`src/rtl/decode_stage_m.sv`:
```
// rtl/decode_stage_m.sv - registered LEGv8 decode stage with valid/ready output register
// Load-use interlock and stall counter are present only when LOAD_USE_INTERLOCK_EN is defined.
module decode_stage_m #(
  parameter int DATA_W = 64,
  parameter int PC_W   = 64,
  parameter int CNT_W  = 16
) (
  input  logic              clk,
  input  logic              reset,
  input  logic              flush,
  input  logic              in_valid,
  output logic              in_ready,
  input  logic [31:0]       in_inst,
  input  logic [PC_W-1:0]   in_pc,
  output logic              out_valid,
  input  logic              out_ready,
  output logic [PC_W-1:0]   out_pc,
  output logic [10:0]       out_opcode,
  output logic [4:0]        out_rn,
  output logic [4:0]        out_rm,
  output logic [4:0]        out_rd,
  output logic [DATA_W-1:0] out_imm,
  output logic              out_uncond,
  output logic              out_branch,
  output logic              out_br_nz,
  output logic              out_memread,
  output logic              out_memwrite,
  output logic              out_memtoreg,
  output logic              out_alusrc,
  output logic              out_regwrite,
  output logic [1:0]        out_aluop,
  output logic              out_illegal,
  output logic [CNT_W-1:0]  stall_cnt
);
  logic [10:0]       w_op11;
  logic [9:0]        w_op10;
  logic              w_is_r, w_is_i;
  logic [4:0]        w_rn, w_rm, w_rd;
  logic [DATA_W-1:0] w_imm;
  logic              w_uncond, w_branch, w_br_nz, w_memread, w_memwrite;
  logic              w_memtoreg, w_alusrc, w_regwrite, w_illegal;
  logic [1:0]        w_aluop;
  logic              w_use_rn, w_use_rm, w_hazard, w_load;

  logic              r_valid;
  logic [PC_W-1:0]   r_pc;
  logic [10:0]       r_opcode;
  logic [4:0]        r_rn, r_rm, r_rd;
  logic [DATA_W-1:0] r_imm;
  logic              r_uncond, r_branch, r_br_nz, r_memread, r_memwrite;
  logic              r_memtoreg, r_alusrc, r_regwrite, r_illegal;
  logic [1:0]        r_aluop;
  logic [CNT_W-1:0]  r_stall_cnt;

  assign w_op11 = in_inst[31:21];
  assign w_op10 = in_inst[31:22];
  assign w_is_r = (w_op11 == 11'h458) || (w_op11 == 11'h658) ||
                  (w_op11 == 11'h450) || (w_op11 == 11'h550);
  assign w_is_i = (w_op10 == 10'h244) || (w_op10 == 10'h344) ||
                  (w_op10 == 10'h248) || (w_op10 == 10'h2C8);

  // Register fields not used by a format are forced to 0; w_use_* mark real reads.
  always_comb begin
    w_rn = '0; w_rm = '0; w_rd = '0; w_imm = '0; w_aluop = 2'b00;
    w_uncond = 1'b0; w_branch = 1'b0; w_br_nz = 1'b0; w_memread = 1'b0;
    w_memwrite = 1'b0; w_memtoreg = 1'b0; w_alusrc = 1'b0; w_regwrite = 1'b0;
    w_illegal = 1'b0; w_use_rn = 1'b0; w_use_rm = 1'b0;
    if (in_inst == 32'h0000_0000 || in_inst == 32'hD503_201F) begin
      w_illegal = 1'b0;
    end else if (in_inst[30:26] == 5'b00101) begin
      w_uncond = 1'b1;
      w_imm    = {{(DATA_W-26){in_inst[25]}}, in_inst[25:0]};
      if (in_inst[31]) begin
        w_regwrite = 1'b1;
        w_rd       = 5'd30;
      end
    end else if (in_inst[31:25] == 7'b1011010) begin
      w_branch = 1'b1; w_br_nz = in_inst[24]; w_aluop = 2'b01;
      w_rm = in_inst[4:0]; w_use_rm = 1'b1;
      w_imm = {{(DATA_W-19){in_inst[23]}}, in_inst[23:5]};
    end else if (w_op11 == 11'b11111000010) begin
      w_memread = 1'b1; w_memtoreg = 1'b1; w_regwrite = 1'b1; w_alusrc = 1'b1;
      w_rn = in_inst[9:5]; w_rd = in_inst[4:0]; w_use_rn = 1'b1;
      w_imm = {{(DATA_W-9){in_inst[20]}}, in_inst[20:12]};
    end else if (w_op11 == 11'b11111000000) begin
      w_memwrite = 1'b1; w_alusrc = 1'b1;
      w_rn = in_inst[9:5]; w_rm = in_inst[4:0]; w_use_rn = 1'b1; w_use_rm = 1'b1;
      w_imm = {{(DATA_W-9){in_inst[20]}}, in_inst[20:12]};
    end else if (w_is_r) begin
      w_regwrite = 1'b1; w_aluop = 2'b10;
      w_rn = in_inst[9:5]; w_rm = in_inst[20:16]; w_rd = in_inst[4:0];
      w_use_rn = 1'b1; w_use_rm = 1'b1;
    end else if (w_is_i) begin
      w_regwrite = 1'b1; w_alusrc = 1'b1; w_aluop = 2'b10;
      w_rn = in_inst[9:5]; w_rd = in_inst[4:0]; w_use_rn = 1'b1;
      w_imm = {{(DATA_W-12){1'b0}}, in_inst[21:10]};
    end else if (in_inst[31:23] == 9'b111100101) begin
      // MOVK keeps the untouched halfwords of Rd, so Rd is also a source.
      w_regwrite = 1'b1; w_alusrc = 1'b1; w_aluop = 2'b11;
      w_rn = in_inst[4:0]; w_rd = in_inst[4:0]; w_use_rn = 1'b1;
      w_imm = {{(DATA_W-16){1'b0}}, in_inst[20:5]} << {in_inst[22:21], 4'b0000};
    end else begin
      w_illegal = 1'b1;
    end
  end

`ifdef LOAD_USE_INTERLOCK_EN
  assign w_hazard = r_valid && r_memread && (r_rd != 5'd31) &&
                    ((w_use_rn && (w_rn == r_rd)) || (w_use_rm && (w_rm == r_rd)));

  always_ff @(posedge clk or posedge reset) begin
    if (reset) begin
      r_stall_cnt <= '0;
    end else if (in_valid && w_hazard && (!r_valid || out_ready) && (r_stall_cnt != '1)) begin
      r_stall_cnt <= r_stall_cnt + 1'b1;
    end
  end
`else
  assign w_hazard    = 1'b0;
  assign r_stall_cnt = '0;
`endif

  assign in_ready = (!r_valid || out_ready) && !w_hazard;
  assign w_load   = in_valid && in_ready;

  always_ff @(posedge clk or posedge reset) begin
    if (reset) begin
      r_valid <= 1'b0; r_pc <= '0; r_opcode <= '0; r_rn <= '0; r_rm <= '0; r_rd <= '0;
      r_imm <= '0; r_uncond <= 1'b0; r_branch <= 1'b0; r_br_nz <= 1'b0;
      r_memread <= 1'b0; r_memwrite <= 1'b0; r_memtoreg <= 1'b0; r_alusrc <= 1'b0;
      r_regwrite <= 1'b0; r_aluop <= 2'b00; r_illegal <= 1'b0;
    end else if (flush) begin
      r_valid <= 1'b0;
    end else if (w_load) begin
      r_valid <= 1'b1; r_pc <= in_pc; r_opcode <= w_op11;
      r_rn <= w_rn; r_rm <= w_rm; r_rd <= w_rd; r_imm <= w_imm;
      r_uncond <= w_uncond; r_branch <= w_branch; r_br_nz <= w_br_nz;
      r_memread <= w_memread; r_memwrite <= w_memwrite; r_memtoreg <= w_memtoreg;
      r_alusrc <= w_alusrc; r_regwrite <= w_regwrite; r_aluop <= w_aluop;
      r_illegal <= w_illegal;
    end else if (out_ready) begin
      r_valid <= 1'b0;
    end
  end

  assign out_valid    = r_valid;
  assign out_pc       = r_pc;
  assign out_opcode   = r_opcode;
  assign out_rn       = r_rn;
  assign out_rm       = r_rm;
  assign out_rd       = r_rd;
  assign out_imm      = r_imm;
  assign out_uncond   = r_uncond;
  assign out_branch   = r_branch;
  assign out_br_nz    = r_br_nz;
  assign out_memread  = r_memread;
  assign out_memwrite = r_memwrite;
  assign out_memtoreg = r_memtoreg;
  assign out_alusrc   = r_alusrc;
  assign out_regwrite = r_regwrite;
  assign out_aluop    = r_aluop;
  assign out_illegal  = r_illegal;
  assign stall_cnt    = r_stall_cnt;
endmodule

```
`config.mk`:
```
export PLATFORM = sky130hd
export DESIGN_NAME = decode_stage_m
export DESIGN_NICKNAME = d
export VERILOG_FILES = /design/src/rtl/decode_stage_m.sv
export SDC_FILE = /design/constraint.sdc
export NUM_CORES = 1
export LEC_CHECK = 0
export CAP_MARGIN = 15
export CORE_UTILIZATION = 24
export DETAILED_ROUTE_END_ITERATION = 12
export DONT_BUFFER_PORTS = 1
export PLACE_DENSITY_LB_ADDON = 0.05
export REMOVE_ABC_BUFFERS = 1
export SYNTH_ARGS = -nofsm -noshare
export SYNTH_HDL_FRONTEND = slang
export SYNTH_SLANG_ARGS = --single-unit
```
`constraint.sdc`:
```
create_clock -name clk -period 17.7 [get_ports clk]
set_input_delay 3.54 -clock clk [delete_from_list [all_inputs] [get_ports clk]]
set_output_delay 3.54 -clock clk [all_outputs]
set_load 0.02 [all_outputs]
```
==> run_summary.xml <==
<?xml version="1.0" encoding="UTF-8"?>
<metrics>
  <group name="critical_path">
    <metric name="worst-r2r-setup-slack" unit="ns">14.64</metric>
    <metric name="timing.critical_path.from" unit="">out_ready</metric>
    <metric name="path_delay_family" unit="">simple AND/OR/NAND/NOR gates</metric>
    <metric name="largest_stage_delay_worst_path" unit="ns">0.21</metric>
    <metric name="cp_cell_sequence" unit="">nor2b_1, inv_1</metric>
    <metric name="critical_path.reg2reg.endpoint" unit="">out_imm[54]</metric>
    <metric name="worst-path-buf-inv" unit="">1</metric>
    <metric name="critical_path.reg2reg.startpoint" unit="">out_valid</metric>
    <metric name="endpoint_kind" unit="">output port</metric>
    <metric name="worst-r2r-cell-count" unit="">5</metric>
    <metric name="worstPathRequired" unit="ns">14.16</metric>
    <metric name="worst_ep_arrival_time" unit="ns">3.94</metric>
    <metric name="crit_path_max_fanout" unit="">3</metric>
    <metric name="startpoint_type" unit="">input port</metric>
    <metric name="crit_type" unit="">input port to output port</metric>
    <metric name="cell_at_the_slowest_stage_of_the_critical_path" unit="">sky130_fd_sc_hd__nor2b_1</metric>
  </group>
  <group name="timing">
    <metric name="timing.final.hold_violations" unit="">0</metric>
    <metric name="final_min_period_over_clock_period" unit="%">42.25</metric>
    <metric name="max_clock_freq" unit="MHz">133.7</metric>
    <metric name="fin_worst_hold_slack" unit="ns">0.6219</metric>
    <metric name="worst_slack_setup_final" unit="ns">10.22</metric>
    <metric name="unrepaired_setup_endpoints_after_global_routing" unit="">false</metric>
    <metric name="worst_clk_skew" unit="ns">0.01109</metric>
    <metric name="setup_tns" unit="ns">0</metric>
    <metric name="max_slew_margin" unit="%">32.91</metric>
    <metric name="period_needed" unit="ns">7.479</metric>
    <metric name="worst-slew-pin-transition" unit="ns">1.006</metric>
    <metric name="setup_violations" unit="">0</metric>
    <metric name="timing.final.max_slew_violations" unit="">0</metric>
  </group>
  <group name="place">
    <metric name="place_inst" unit="">1204</metric>
    <metric name="dp_worst_setup_slack" unit="ns">10.24</metric>
    <metric name="gpl.final_weighted_congestion" unit="">0.7620</metric>
    <metric name="number_of_port_buffers" unit="">0</metric>
    <metric name="detailed_place_hpwl" unit="um">18090</metric>
    <metric name="placed_area" unit="mm^2">0.007853</metric>
  </group>
  <group name="layout">
    <metric name="insertedDiodeCount" unit="">0</metric>
    <metric name="post-route-cell-area" unit="mm^2">0.008426</metric>
    <metric name="layout-drive-gt1-share" unit="%">8.993</metric>
    <metric name="fillers" unit="">3383</metric>
    <metric name="finished_layout_cells" unit="">1236</metric>
    <metric name="mostFrequentLayoutCell" unit="">sky130_fd_sc_hd__nand2_1</metric>
    <metric name="fin_util" unit="%">26.63</metric>
    <metric name="nNetsFinal" unit="">922</metric>
    <metric name="most-common-layout-cells" unit="">sky130_fd_sc_hd__nand2_1 (339), sky130_fd_sc_hd__dfrtp_1 (165), sky130_fd_sc_hd__a21oi_1 (59), sky130_fd_sc_hd__o21ai_0 (45), sky130_fd_sc_hd__o21ai_2 (21)</metric>
    <metric name="syn2layout_area_growth" unit="%">8.824</metric>
  </group>
  <group name="synth">
    <metric name="synth_sequential_area_ratio" unit="%">53.33</metric>
    <metric name="library_cells_used_by_synthesis" unit="">58</metric>
    <metric name="synthDominantAreaCellType" unit="">sky130_fd_sc_hd__dfrtp_1</metric>
    <metric name="dominantRegCellSynth" unit="">sky130_fd_sc_hd__dfrtp_1</metric>
    <metric name="yosys_warnings" unit="">0</metric>
    <metric name="post_synth_instance_area" unit="mm^2">0.007742</metric>
    <metric name="synth_edf_count" unit="">0</metric>
    <metric name="postSynthCellCount" unit="">873</metric>
    <metric name="largest_cells_by_area_after_synthesis" unit="">sky130_fd_sc_hd__dfrtp_1 (53%), sky130_fd_sc_hd__nand2_1 (16%), sky130_fd_sc_hd__a21oi_1 (3.8%), sky130_fd_sc_hd__o21ai_0 (2.9%), sky130_fd_sc_hd__o21ai_2 (2.4%)</metric>
    <metric name="synth_async_sr_flop_share" unit="%">100.0</metric>
    <metric name="avgSynthCellArea" unit="um^2">8.869</metric>
    <metric name="synth_top_area_share" unit="%">53.33</metric>
    <metric name="postSynthRegisterBits" unit="">165</metric>
  </group>
  <group name="min_path">
    <metric name="whs_path_depth" unit="">2</metric>
    <metric name="hold_path.class" unit="">flip-flop to flip-flop</metric>
    <metric name="hold-path-endpoint" unit="">out_pc[45]</metric>
    <metric name="hold_path_startpoint" unit="">out_pc[45]</metric>
  </group>
  <group name="cts">
    <metric name="max-clock-path-buffers" unit="">2</metric>
    <metric name="cts_tree" unit="">done</metric>
    <metric name="clock-sinks" unit="">165</metric>
    <metric name="post_cts_hold_buffer_count" unit="">0</metric>
    <metric name="cts-buffers-inserted" unit="">17</metric>
    <metric name="post_cts_resize_count" unit="">0</metric>
    <metric name="clockRootBuffer" unit="">sky130_fd_sc_hd__clkbuf_16</metric>
    <metric name="cts_htree_levels" unit="">4</metric>
    <metric name="cts_post_setup_buffers_inserted" unit="">0</metric>
    <metric name="clkLatencyLatePin" unit="ns">0.44</metric>
    <metric name="clkSlewWorstSetupHoldPaths" unit="ns">0.06</metric>
  </group>
  <group name="global_route">
    <metric name="grt_start_max_net_pins" unit="">103</metric>
    <metric name="grt_pass1_wl" unit="um">41060</metric>
    <metric name="first_global_vias" unit="">6078</metric>
    <metric name="gr-total-overflow" unit="">0</metric>
    <metric name="groute.usage.overall" unit="%">16.72</metric>
    <metric name="antenna_found_initial" unit="">0</metric>
  </group>
  <group name="floorplanning">
    <metric name="die_height" unit="um">181.6</metric>
    <metric name="std_cell_rows" unit="">65</metric>
    <metric name="floorplan.io_pins" unit="">284</metric>
    <metric name="initial_utilization" unit="%">24.47</metric>
    <metric name="floorplan.die_area" unit="mm^2">0.03298</metric>
    <metric name="core-area" unit="mm^2">0.03164</metric>
    <metric name="chipWidth" unit="um">181.6</metric>
  </group>
  <group name="routing">
    <metric name="remaining_drc_errors" unit="">0</metric>
    <metric name="dr.first_iter.drc_count" unit="">353</metric>
    <metric name="post_drt_via_cell_ratio" unit="">4.902</metric>
    <metric name="dr_total_vias" unit="">6059</metric>
    <metric name="drt.antenna.violating_nets" unit="">0</metric>
    <metric name="postRouteWirelength" unit="um">27180</metric>
    <metric name="wire_per_inst" unit="um">21.99</metric>
    <metric name="dr.pass1.iters" unit="">5</metric>
  </group>
  <group name="power">
    <metric name="pwr_density_cell" unit="mW/mm^2">107.2</metric>
    <metric name="ir_drop" unit="V">0.00006500</metric>
    <metric name="power_after_layout" unit="mW">0.9031</metric>
    <metric name="power.leakage" unit="nW">3.842</metric>
  </group>
  <group name="run">
    <metric name="timing.max_cap.violations" unit="">0</metric>
  </group>
  <group name="outcome">
    <metric name="status" unit="">finished clean</metric>
  </group>
</metrics>
## cell usage after synthesis (all sizes together), types with 6 or more instances
master	instances
nand2	340
dfrtp	165
o21ai	67
a21oi	59
clkbuf	50
buf	45
a22oi	19
o31ai	13
nor2	12
o22ai	11
a2bb2oi	10
nand3	10
nor4	6
## layout make-up
type | instances | area (um^2) | share of cell area (%)
inverter | 5 | 23.77 | 0.2822
timing repair buffer | 9 | 67.56 | 0.8019
tap | 402 | 503.0 | 5.970
sequential | 165 | 4129 | 49.01
multi-input combinational | 623 | 3129 | 37.14
clock inverter | 9 | 95.09 | 1.129
clock buffer | 23 | 478.0 | 5.673
## layer usage
layer	share of wire [%]	track usage, %
met1	42	20.29
met2	46	26.65
met3	10	7.441
met4	1.5	4.780
met5	0	0
## worst max path at each step
stage	to	slack, ns	cells after the start
finish	in_ready	10.22	2
global placement	in_ready	10.25	2
floorplan	out_illegal	7.19	4
detailed placement	in_ready	10.24	2
CTS	in_ready	10.23	2
global route	in_ready	10.17	2
## power breakdown
part / total, mW / internal, mW / switching (mW)
sequential: 0.470 / 0.407 / 0.0627
clock: 0.370 / 0.206 / 0.163
combinational: 0.0633 / 0.0181 / 0.0451
## logic make-up after synthesis
family	Yosys count	share of synthesized area, %
other cells	1	0.04843
buf+inv	100	7.046
flops	165	53.33
compound gates	198	17.03
simple gates	409	22.54
## sequential cells by signal, indices dropped and copies added (netlist names)
register	count
out_br_nz	1
out_opcode	11
out_memtoreg	1
out_memwrite	1
out_illegal	1
out_imm	64
out_aluop	2
out_rd	5
out_uncond	1
out_rn	5
out_regwrite	1
out_pc	64
out_alusrc	1
out_branch	1
out_valid	1
out_rm	5
(Power assumes the default switching activity.)
